<file path="config.mk">
export PLATFORM = sky130hd
export DESIGN_NAME = step_counter
export DESIGN_NICKNAME = d
export VERILOG_FILES = /design/src/rtl/counter_pkg.sv /design/src/rtl/step_sync.sv /design/src/rtl/step_counter.sv
export SDC_FILE = /design/constraint.sdc
export NUM_CORES = 1
export LEC_CHECK = 0
export CAP_MARGIN = 20
export CORE_UTILIZATION = 40
export DETAILED_ROUTE_END_ITERATION = 10
export HOLD_SLACK_MARGIN = 0.05
export MAX_ROUTING_LAYER = met4
export PLACE_DENSITY_LB_ADDON = 0.3
export SKIP_LAST_GASP = 1
export SLEW_MARGIN = 10
export SYNTH_ARGS = -nofsm -noshare
export SYNTH_HDL_FRONTEND = slang
export SYNTH_SLANG_ARGS = --single-unit
</file>
<file path="constraint.sdc">
create_clock -name clk -period 4.8 [get_ports clk]
set_clock_uncertainty 0.2 [all_clocks]
set_input_delay 0.96 -clock clk [delete_from_list [all_inputs] [get_ports clk]]
set_output_delay 0.96 -clock clk [all_outputs]
set_load 0.05 [all_outputs]
</file>
<file path="src/rtl/counter_pkg.sv">
// Shared encodings for the step counter: bound behaviour and count direction.
package counter_pkg;

    typedef enum logic {
        MODE_WRAP = 1'b0,
        MODE_SAT  = 1'b1
    } mode_e;

    typedef enum logic {
        DIR_DOWN = 1'b0,
        DIR_UP   = 1'b1
    } dir_e;

endpackage

</file>
<file path="src/rtl/step_sync.sv">
// Synchronises an asynchronous step request and turns each rising edge into
// a single-cycle pulse.
module step_sync #(
    parameter int unsigned SYNC_STAGES = 2
) (
    input  logic clk,
    input  logic rst_n,
    input  logic async_i,
    output logic pulse_o
);

    logic [SYNC_STAGES-1:0] sync_q, sync_d;
    logic                   prev_q, prev_d;

    always_comb begin
        sync_d  = {sync_q[SYNC_STAGES-2:0], async_i};
        prev_d  = sync_q[SYNC_STAGES-1];
        // Pulse is decoded straight from flops so the step lands one edge after the last stage.
        pulse_o = sync_q[SYNC_STAGES-1] & ~prev_q;
    end

    always_ff @(posedge clk or negedge rst_n) begin
        if (!rst_n) begin
            sync_q <= '0;
            prev_q <= 1'b0;
        end else begin
            sync_q <= sync_d;
            prev_q <= prev_d;
        end
    end

endmodule

</file>
<file path="src/rtl/step_counter.sv">
// Up/down step counter with configurable upper bound, wrap or saturate at the
// bounds, and a one-cycle terminal-count pulse on bound-hitting steps.
module step_counter
    import counter_pkg::*;
#(
    parameter int unsigned WIDTH       = 4,
    parameter int unsigned MAX         = 2**WIDTH - 1,
    parameter int unsigned SYNC_STAGES = 2
) (
    input  logic             clk,
    input  logic             rst_n,
    input  logic             step_i,
    input  logic             dir_i,
    input  logic             en_i,
    input  logic             mode_i,
    input  logic             clr_i,
    input  logic             load_i,
    input  logic [WIDTH-1:0] load_val_i,
    output logic [WIDTH-1:0] count_o,
    output logic             tc_o,
    output logic             at_max_o,
    output logic             at_min_o
);

    localparam logic [WIDTH-1:0] MAX_C = WIDTH'(MAX);

    logic             step_pulse;
    logic [WIDTH-1:0] count_q, count_d;
    logic             tc_q, tc_d;

    step_sync #(
        .SYNC_STAGES(SYNC_STAGES)
    ) u_step_sync (
        .clk    (clk),
        .rst_n  (rst_n),
        .async_i(step_i),
        .pulse_o(step_pulse)
    );

    always_comb begin
        count_d = count_q;
        tc_d    = 1'b0;
        if (clr_i) begin
            count_d = '0;
        end else if (load_i) begin
            count_d = (load_val_i > MAX_C) ? MAX_C : load_val_i;
        end else if (step_pulse && en_i) begin
            // Bounds are MAX and 0, so wrap arithmetic is modulo MAX+1.
            if (dir_i == DIR_UP) begin
                if (count_q >= MAX_C) begin
                    tc_d    = 1'b1;
                    count_d = (mode_i == MODE_SAT) ? MAX_C : '0;
                end else begin
                    count_d = count_q + 1'b1;
                end
            end else begin
                if (count_q == '0) begin
                    tc_d    = 1'b1;
                    count_d = (mode_i == MODE_SAT) ? '0 : MAX_C;
                end else begin
                    count_d = count_q - 1'b1;
                end
            end
        end
    end

    always_ff @(posedge clk or negedge rst_n) begin
        if (!rst_n) begin
            count_q <= '0;
            tc_q    <= 1'b0;
        end else begin
            count_q <= count_d;
            tc_q    <= tc_d;
        end
    end

    assign count_o  = count_q;
    assign tc_o     = tc_q;
    assign at_max_o = (count_q == MAX_C);
    assign at_min_o = (count_q == '0);

endmodule

</file>
==> reports/qor.txt <==
Slew Viols, Final = 0
Setup-failing EPs final = 0
peak supply drop = 0.176 mV
total number of vias = 604
Hold WS = 0.147 ns
chip width = 41.2 um
largest area contributor in the netlist = dfrtp_1
sequential share of power = 0.410
slowest cell on the critical path = clkdlybuf4s50_1
Max FO, Critical Path = 8
PortBufs = 18
DR WL/cell = 14.2 um
Power Internal = 0.129 mW
first-pass GRT wire length = 2150 um
Syn Inst Count = 67
Fmax = 282 MHz
First DRT Iteration DRCs = 8
sw frac = 0.334
Vias/cell = 6.10
cts bufs inserted = 3
Total GRT Usage = 0.203
pin count of the biggest net entering global routing = 14
final wirelength = 1400 um
switching power = 0.0647 mW
WS Path Type = register to primary output
Initial Util = 0.449
Hold Vio Cnt, Final = 0
WHS Endpoint = u_step_sync.sync_q[1]
Async SR Flop Fraction = 1.00
GPL Wtd Cong = 0.842
CTS tree = done
synthesized cell area = 613 sq um
outcome = finished clean
share of cells above drive strength 1 = 0.0714
GRT overflow = 0
Avg Inst Size Synth = 9.15 sq um
# IOs = 19
Worst Path Required = 3.64 ns
Synth area leaders = dfrtp_1 (33%), a21oi_1 (4.9%), ha_1 (4.1%)
post-CTS sizing = 0
final-stage net count = 100
Yosys top cell area share = 0.327
postcts setup bufs = 0
Setup crit end kind = primary output
Area growth, synth to finish = 30.4%
first drt pass iteration count = 3
cts-stage hold buffer count = 0
Clock Pin Slew Worst Setup and Hold Paths = 0.06 ns
worst hold start = u_step_sync.sync_q[0]
Combinational Power Share = 0.328
CTS sink count = 8
Post-synth EDFFs = 0
Startpoint Class = register
max_slew headroom = 0.668
CTS root buf = clkbuf_4
Synth Warn # = 0
worst flop-to-flop path startpoint = count_o[0]
initial antenna violation count = 0
Max Root-Sink Buffers = 2
number of H-tree levels = 1
P per Cell Area = 242 nW/um^2
clock network fraction of design power = 0.262
WP data arrival = 2.39 ns
die height = 41.2 um
flops & latches, synth = 8
syn_nets = 81
Routed Antenna Nets = 0
actual slew at the worst max-slew pin = 0.497 ns
Reg-to-Reg End = count_o[2]
row count = 13
CP cell instances = inv_1 -> ha_1 -> nor3b_1 -> clkdlybuf4s50_1
Leak = 0.345 nW
number of max-cap violations = 0
most used flip-flop cell after synthesis = dfrtp_1
peak per-stage delay on the critical path = 0.89 ns
drt drc = 0
hold path cells = 0
die area = 1690 sq um
reg2reg setup slack = 2.49 ns
vias in the first global route = 510
min cycle time layout = 3.55 ns
setup tns final = 0 ns
clock latency on the worst-skew pair = 0.25 ns
dpl hpwl = 1040 um
period utilization = 0.739
sequential-to-total area share from yosys stat = 0.327
Core Region = 1370 sq um
FF-to-FF path depth = 6
ant diodes = 0
RSZ-0062 raised after global routing = no
worst hold path type = register to register
Netlist cell types = 38
## worst max-delay path by stage
stage	to	slack (ns)	from	cells past startpoint
2_1_floorplan	at_min_o	1.37	count_o[0]	3
3_3_place_gp	at_min_o	1.51	count_o[0]	4
3_5_place_dp	at_min_o	1.54	count_o[0]	4
4_1_cts	at_min_o	1.26	count_o[0]	4
5_1_grt	at_min_o	1.16	count_o[0]	4
6_report	at_min_o	1.25	count_o[0]	4
## metal layers
metal	global-route usage	up-vias	wire, um	share of wire
li1	-	289	-	-
met1	0.248	297	674	0.48
met2	0.313	16	630	0.45
met3	0.0815	2	94	0.067
met4	0.0484	0	5	0.0036
met5	-	-	0	0
## cell type report
cell class / instances / area, sq um
repair buffers: 18 / 180
multi-input cells: 49 / 355
clock buffers: 3 / 22.5
fillers: 129 / 567
inverters: 6 / 22.5
flip-flops and latches: 8 / 200
well taps: 15 / 18.8
## cells in the final DEF (no fill, tap or decap), drive strengths merged, types with 2 or more instances in the layout
| master | instances |
|---|---|
| clkbuf | 3 |
| nand2 | 2 |
| o21ai | 2 |
| nand4 | 2 |
| and3b | 2 |
| a31oi | 2 |
| nand2b | 2 |
| dfrtp | 8 |
| nor2 | 4 |
| inv | 6 |
| ha | 2 |
| a21oi | 6 |
| clkdlybuf4s50 | 18 |
| o22ai | 2 |
## worst max-delay path, delay by kind of cell (launching register included)
family,cells,cell delay [ns]
adder cells (fa/ha/maj),1,0.21
flip-flops,1,0.48
buffers and inverters,2,1.03
AND/OR/NAND/NOR,1,0.41
## cell usage after synthesis, types with 2 or more instances
cell      instances
a21oi_1           6
nand4_1           2
o21ai_0           2
inv_1             6
ha_1              2
buf_6             2
dfrtp_1           8
nor2_1            4
a31oi_1           2
o22ai_1           2
nand2_1           2
nand2b_1          2
and3b_1           2
## registers in the layout, summed over array words and instances, names as in the netlist
register / cells
u_step_sync.sync_q: 2
u_step_sync.prev_q: 1
count_o: 4
tc_o: 1
## per-stage QoR
stage	worst slack [ns]	utilization	cell area [sq um]	instances	power (mW)
floorplan	1.37	-	613	67	0.121
global placement	1.51	0.569	777	96	0.144
detailed placement	1.54	0.569	777	96	0.144
CTS	1.26	0.585	800	99	0.195
global route	1.16	0.585	800	99	0.205
finish	1.25	0.585	800	99	0.194
## cell families after synthesis
group,synth area share
AO/OA/AOI/OAI,0.278
AND/OR/NAND/NOR,0.245
buffers and inverters,0.0939
flip-flops,0.327
adder cells (fa/ha/maj),0.0408
multiplexers,0.0163
## power by group through the flow
stage,clock [mW],combinational [mW],sequential [mW]
after detailed placement,0,0.0638,0.0804
after floorplan,0,0.0359,0.0856
after global routing,0.0559,0.0690,0.0802
final,0.0508,0.0636,0.0794
after global placement,0,0.0637,0.0802
after CTS,0.0516,0.0642,0.0793
Power figures use the tool's default switching activity.
